$ cat src/rtl/mem_wb_elastic_pipe.sv
`default_nettype none
// ============================================================================
//  Module   : mem_wb_elastic_pipe
//  Purpose  : Elastic valid/ready pipeline register (STAGES slots) with flush
//             and bubble-masked write enable; optional skid entry enabled by
//             defining MEM_WB_PIPE_SKID_EN.
//  Revision : 1.0  initial release
// ============================================================================
module mem_wb_elastic_pipe #(
  parameter int DATA_W = 32,
  parameter int CTRL_W = 8,
  parameter int STAGES = 1
) (
  input  logic              clock,
  input  logic              reset,
  input  logic              in_valid,
  output logic              in_ready,
  input  logic [DATA_W-1:0] in_data,
  input  logic [CTRL_W-1:0] in_ctrl,
  input  logic              in_wen,
  input  logic              flush,
  output logic              out_valid,
  input  logic              out_ready,
  output logic [DATA_W-1:0] out_data,
  output logic [CTRL_W-1:0] out_ctrl,
  output logic              out_wen,
  output logic [2:0]        occ
);

  localparam int HEAD = STAGES - 1;

  logic [STAGES-1:0] valid_q, valid_d;
  logic [STAGES-1:0] wen_q, wen_d;
  logic [DATA_W-1:0] data_q [STAGES];
  logic [DATA_W-1:0] data_d [STAGES];
  logic [CTRL_W-1:0] ctrl_q [STAGES];
  logic [CTRL_W-1:0] ctrl_d [STAGES];

  logic [STAGES-1:0] slot_free;
  logic [STAGES-1:0] slot_adv;
  logic              accept;
  logic              load0;
  logic [DATA_W-1:0] src_data;
  logic [CTRL_W-1:0] src_ctrl;
  logic              src_wen;
  logic              skid_cnt;

  // Freedom ripples from the head backwards, so a full pipe still moves
  // in lock-step whenever the head is consumed.
  always_comb begin
    slot_free = '0;
    slot_adv  = '0;
    slot_adv[HEAD]  = valid_q[HEAD] & out_ready;
    slot_free[HEAD] = ~valid_q[HEAD] | slot_adv[HEAD];
    for (int k = STAGES - 2; k >= 0; k--) begin
      slot_adv[k]  = valid_q[k] & slot_free[k+1];
      slot_free[k] = ~valid_q[k] | slot_adv[k];
    end
  end

`ifdef MEM_WB_PIPE_SKID_EN
  logic              skid_valid_q, skid_valid_d;
  logic [DATA_W-1:0] skid_data_q, skid_data_d;
  logic [CTRL_W-1:0] skid_ctrl_q, skid_ctrl_d;
  logic              skid_wen_q, skid_wen_d;

  assign in_ready = ~skid_valid_q;
  assign skid_cnt = skid_valid_q;

  always_comb begin
    accept       = in_valid & in_ready;
    load0        = slot_free[0] & (skid_valid_q | accept);
    src_data     = skid_valid_q ? skid_data_q : in_data;
    src_ctrl     = skid_valid_q ? skid_ctrl_q : in_ctrl;
    src_wen      = skid_valid_q ? skid_wen_q  : in_wen;
    skid_valid_d = skid_valid_q;
    skid_data_d  = skid_data_q;
    skid_ctrl_d  = skid_ctrl_q;
    skid_wen_d   = skid_wen_q;
    // The parked entry always drains before anything new is taken.
    if (skid_valid_q && slot_free[0]) begin
      skid_valid_d = 1'b0;
    end else if (accept && !slot_free[0]) begin
      skid_valid_d = 1'b1;
      skid_data_d  = in_data;
      skid_ctrl_d  = in_ctrl;
      skid_wen_d   = in_wen;
    end
    if (flush) skid_valid_d = 1'b0;
  end

  always_ff @(posedge clock) begin
    if (reset) begin
      skid_valid_q <= 1'b0;
      skid_data_q  <= '0;
      skid_ctrl_q  <= '0;
      skid_wen_q   <= 1'b0;
    end else begin
      skid_valid_q <= skid_valid_d;
      skid_data_q  <= skid_data_d;
      skid_ctrl_q  <= skid_ctrl_d;
      skid_wen_q   <= skid_wen_d;
    end
  end
`else
  assign in_ready = slot_free[0];
  assign skid_cnt = 1'b0;

  always_comb begin
    accept   = in_valid & in_ready;
    load0    = accept;
    src_data = in_data;
    src_ctrl = in_ctrl;
    src_wen  = in_wen;
  end
`endif

  // Vacated slots drop their valid bit; payload is left stale.
  always_comb begin
    valid_d = valid_q;
    wen_d   = wen_q;
    data_d  = data_q;
    ctrl_d  = ctrl_q;
    for (int k = 0; k < STAGES; k++) begin
      if (slot_adv[k]) valid_d[k] = 1'b0;
    end
    if (load0) begin
      valid_d[0] = 1'b1;
      data_d[0]  = src_data;
      ctrl_d[0]  = src_ctrl;
      wen_d[0]   = src_wen;
    end
    for (int k = 1; k < STAGES; k++) begin
      if (slot_adv[k-1]) begin
        valid_d[k] = 1'b1;
        data_d[k]  = data_q[k-1];
        ctrl_d[k]  = ctrl_q[k-1];
        wen_d[k]   = wen_q[k-1];
      end
    end
    if (flush) valid_d = '0;
  end

  always_ff @(posedge clock) begin
    if (reset) begin
      valid_q <= '0;
      wen_q   <= '0;
      for (int k = 0; k < STAGES; k++) begin
        data_q[k] <= '0;
        ctrl_q[k] <= '0;
      end
    end else begin
      valid_q <= valid_d;
      wen_q   <= wen_d;
      data_q  <= data_d;
      ctrl_q  <= ctrl_d;
    end
  end

  always_comb begin
    occ = {2'b00, skid_cnt};
    for (int k = 0; k < STAGES; k++) begin
      occ = occ + {2'b00, valid_q[k]};
    end
  end

  assign out_valid = valid_q[HEAD];
  assign out_data  = data_q[HEAD];
  assign out_ctrl  = ctrl_q[HEAD];
  assign out_wen   = wen_q[HEAD] & valid_q[HEAD];

endmodule
`default_nettype wire

$ cat config.mk
export PLATFORM = sky130hd
export DESIGN_NAME = mem_wb_elastic_pipe
export DESIGN_NICKNAME = d
export VERILOG_FILES = /design/src/rtl/mem_wb_elastic_pipe.sv
export SDC_FILE = /design/constraint.sdc
export NUM_CORES = 1
export LEC_CHECK = 0
export ABC_AREA = 1
export BUFFER_PORTS_ARGS = -buffer_cell sky130_fd_sc_hd__buf_4
export CAP_MARGIN = 20
export CORE_UTILIZATION = 49
export DETAILED_ROUTE_END_ITERATION = 16
export PLACE_DENSITY = 0.84
export SLEW_MARGIN = 20
export SYNTH_ARGS = -nofsm -noshare
export SYNTH_HDL_FRONTEND = slang
export SYNTH_SLANG_ARGS = --single-unit
$ cat constraint.sdc
create_clock -name clock -period 2.15 [get_ports clock]
set_clock_uncertainty 0.1 [all_clocks]
set_input_delay 0 -clock clock [delete_from_list [all_inputs] [get_ports clock]]
set_output_delay 0 -clock clock [all_outputs]
set_load 0.02 [all_outputs]
Word level (Yosys, flattened, before mapping)
Cells that the tools add are included.

$add $sub $neg: 0. Multipliers: 0. Div/mod/pow operators: 0. $lt $le $gt $ge: 0. Equality and inequality tests: 0. Shift-type cells: 0. Mux-type cells: 2. Bitwise operators: 5. Reductions and logical operators: 2.

Operator list (number): $and A1 B1 Y1 (3); $mux W1 (2); $reduce_bool A2 Y1 (1); $reduce_or A2 Y1 (1); $not A1 Y1 (1); $or A1 B1 Y1 (1).

Bits in registers: 42. Bits in latches: 0. RAM bits: 0. Memory bits (read-only): 0. Word-level logic and storage cells: 13. Memories kept: 0.

Logic depth before layout (Yosys ltp)
Word-level depth: 4. Mapped depth: 7. Mapped depth without buffers: 5.

Worst setup path after synthesis
OpenSTA, ideal clock, no wires.

Path type: register -> register. Start point: reg valid_q (netlist: out_valid). End point: reg data_q (netlist bit out_data[15]). Library setup time: 0.115 ns. Arrival time: 1.040 ns. Path slack: 0.895 ns. Stages on the path, launching flop included: 6. Path buffers: 2. Path through: dfxtp_1 nand2_1 buf_6 buf_6 a21oi_1 nor2_1.

Longest elaborated chain between the ends: 3. Elaborated cells on any way between the ends: 4.

RTL lines: start: declaration (line 32) `logic [STAGES-1:0] valid_q, valid_d;`; start signal: assignment (line 153) `valid_q <= valid_d;`; $and A1 B1 Y1 or $not A1 Y1 (tied branches) (line 53, 54); $or A1 B1 Y1 * (line 54) `slot_free[HEAD] = ~valid_q[HEAD] | slot_adv[HEAD];`; named net in_ready (line 17) `output logic in_ready,`; $and A1 B1 Y1 * (line 110) `accept = in_valid & in_ready;`; end signal: assignment (line 155) `data_q <= data_d;`; end: declaration (line 34) `logic [DATA_W-1:0] data_q [STAGES];`.

Mark *: on every way through the listed nets, which the timed path passes. The rest lies on a longest branch. A chain may end at the register's enable or synchronous reset.

Final worst setup path
Start point: reg valid_q (netlist: out_valid). End point: out in_ready.

Longest elaborated chain between the ends: 2. Elaborated cells on any way between the ends: 3.

RTL lines (line): $and A1 B1 Y1 or $not A1 Y1 (tied branches) (53, 54); $or A1 B1 Y1 * (54); end: declaration (17).

Mark *: on every way between the ends. The rest lies on a longest branch, timed or not.

==> run summary <==
#FFs+latches synth: 42
Die Y: 64.75 um
Clock power frac: 30.6%
WP buf/inv: 2
DRT iter0 DRCs: 176
Final Slew Violations: 0
Aggregate global routing overflow: 0
Clock latency on the worst-skew pair: 0.28 ns
Critical path's top delay family: buffers and inverters
Max-cap violation count: 0
Mapped cell area: 1929 sq um
XOR/XNOR Fraction of Synth Area: 0%
Synth warnings: 0
Non-Filler Instances: 447
Core area: 3716 sq um
Critical Path RT: 2.05 ns
Final WL: 5.153 mm
DRC Markers: 0
# IOs: 92
CP Cell Sequence: nand2_2 -> buf_4 -> buf_4
Final hold viol count: 0
Maximum clock rate: 693.2 MHz
Startpoint Class: register
Leakage power: 1.658 nW
Post-synthesis simple-gate area fraction: 27.24%
Vias per inst: 4.667
P per Cell Area: 632.7 nW/um^2
Worst EP arrival: 1.34 ns
Post-DP Area: 2515 sq um
Post-Layout Inst Area: 3054 sq um
Final setup fails: 0
Clock Tree Root: clkbuf_8
Adder-Cell Fraction of Synth Area: 0%
Syn avg cell area: 6.891 sq um
Rows: 22
Largest family of logic cells by synthesized area: simple AND/OR/NAND/NOR gates
Run status: completed
Gpl congestion: 0.7232
Post-synthesis compound-gate area fraction: 10.89%
Most used cell, CP: buf_4
Period utilization: 67.10%
Syn-to-layout area delta: 58.30%
Switching share of power: 26.73%
Period minus WS final: 1.443 ns
Synth unique cells: 12
Post_cts resized: 0
Cells after DPL: 396
Seq/Total Area, Yosys: 43.58%
Worst path max stage delay: 0.38 ns
Hold WS: 0.1569 ns
RSZ-0062 raised after global routing: no
Worst hold path type: in -> reg
Slew headroom: 49.66%
Vias in the first global route: 1900
Crit. End Element: output pin
Sequential Power Share: 45.0%
First-pass GRT wire length: 8.266 mm
TNS Setup: 0 ns
Crit path kind: reg -> out
Clock tree sinks: 42
Bufs on Longest Clock Path: 2
GRT Total Usage: 25.22%
Fraction of layout cells with a size suffix above 1: 25.31%
Via Count: 2086
Number of fill cells in the layout: 245
Comb power frac: 24.3%
Initial antenna violation count: 0
Diode count: 0
Placed wire-length estimate: 2.785 mm
Total CTS buffers: 5
Area of the die: 4193 sq um
Pin count of the biggest net entering global routing: 84
CTS tree: built
I/O Buffers: 89
WL per Instance: 11.53 um
DR pass1 iterations: 4
Critical path's slowest cell: buf_4
H-tree depth: 2
Die Width: 64.75 um
Worst-Margin Slew: 0.7551 ns
Worst-path clk slew: 0.08 ns
Final Net Count: 444
Initial core utilization: 51.92%
Mux cell area share after synthesis: 0%
Maximum vdd ir drop: 0.5830 mV
P_sw: 0.5165 mW
Antenna Nets Post-Route: 0
Cells after Synth: 280
CP max FO: 47
Internal power: 1.416 mW
==> final timing paths <==
path,depth (start not counted),start,slack [ns],endpoint
setup / recovery,3,out_valid$_SDFFE_PP0P_,0.71,in_ready
hold reg to reg,2,out_data[25]$_SDFFE_PP0P_,0.39,out_data[25]$_SDFFE_PP0P_
setup reg to reg,3,out_valid$_SDFFE_PP0P_,0.76,out_valid$_SDFFE_PP0P_
hold / removal,4,reset,0.16,out_data[21]$_SDFFE_PP0P_
==> sequential cells by signal, indices dropped and copies added (netlist names) <==
name and count:
out_valid 1, wen_q 1, out_data 32, out_ctrl 8
==> Yosys cell counts <==
master / instances / share of area [%]
a21oi_1: 42 / 11
buf_2: 12 / 3.1
buf_4: 4 / 1.6
buf_6: 8 / 4.7
clkbuf_1: 1 / 0.19
conb_1: 1 / 0.19
dfxtp_1: 42 / 44
inv_1: 44 / 8.6
nand2_1: 43 / 8.4
nand3_1: 41 / 11
nor2_1: 41 / 8.0
nor3_1: 1 / 0.26
==> per-stage QoR <==
step	setup WS [ns]	power (mW)	utilization [%]
5_1_grt	0.6127	2.041	82.19
3_5_place_dp	0.8604	1.287	67.68
3_3_place_gp	0.9251	1.278	67.68
4_1_cts	0.7136	1.936	82.19
2_1_floorplan	0.8947	1.122	-
6_report	0.7074	1.932	82.19
==> cell families after synthesis <==
logic type,count (synthesis)
other,1
buffers and inverters,69
AO/OA/AOI/OAI,42
AND/OR/NAND/NOR,126
flip-flops,42
==> final cells by class <==
type / count / area (sq um) / area share, %
timing repair buffer: 135 / 1134 / 37.12
sequential: 42 / 840.8 / 27.53
multi-input combinational: 170 / 745.7 / 24.42
inverter: 44 / 165.2 / 5.408
clock buffer: 5 / 68.82 / 2.253
tap: 48 / 60.06 / 1.966
clock inverter: 3 / 40.04 / 1.311
==> cell usage in the layout, fill, tap and decap left out <==
| cell type | netlist | routed |
|---|---|---|
| nor3_1 | 1 | 1 |
| nand3_1 | 41 | 41 |
| a21oi_1 | 42 | 42 |
| conb_1 | 1 | 2 |
| clkbuf_8 | 0 | 5 |
| bufinv_16 | 0 | 1 |
| nand2_2 | 0 | 1 |
| dlygate4sd3_1 | 0 | 43 |
| buf_12 | 0 | 1 |
| nand2_1 | 43 | 42 |
| inv_1 | 44 | 44 |
| nor2_1 | 41 | 41 |
| dfxtp_1 | 42 | 42 |
| buf_4 | 4 | 91 |
| clkinv_2 | 0 | 2 |
==> per-layer routing <==
metal | GRT usage, % | routed length, um | vias up
met4 | 7.778 | 63 | 0
met3 | 5.986 | 298 | 6
li1 | - | - | 1094
met5 | 0 | 0 | -
met2 | 46.09 | 2695 | 74
met1 | 28.48 | 2095 | 912
==> power by group through the flow <==
| stage | logic (mW) | clock network, mW | registers [mW] |
|---|---|---|---|
| 6_report | 0.470 | 0.592 | 0.870 |
| 5_1_grt | 0.515 | 0.651 | 0.875 |
| 4_1_cts | 0.463 | 0.604 | 0.868 |
| 3_5_place_dp | 0.402 | 0 | 0.885 |
| 3_3_place_gp | 0.393 | 0 | 0.885 |
| 2_1_floorplan | 0.169 | 0 | 0.953 |
==> worst register-to-register path, stage by stage, from the launching register on <==
cell and delay, ns:
dfxtp_1 0.42, a21oi_1 0.10, nor3_1 0.15, dlygate4sd3_1 0.57
==> timing repair <==
action	4_1_cts	5_1_grt
hold buffers	43	0
endpoints found under the hold margin	42	0
buffers inserted	0	0
Note: power is estimated with default switching activity, not from simulation.
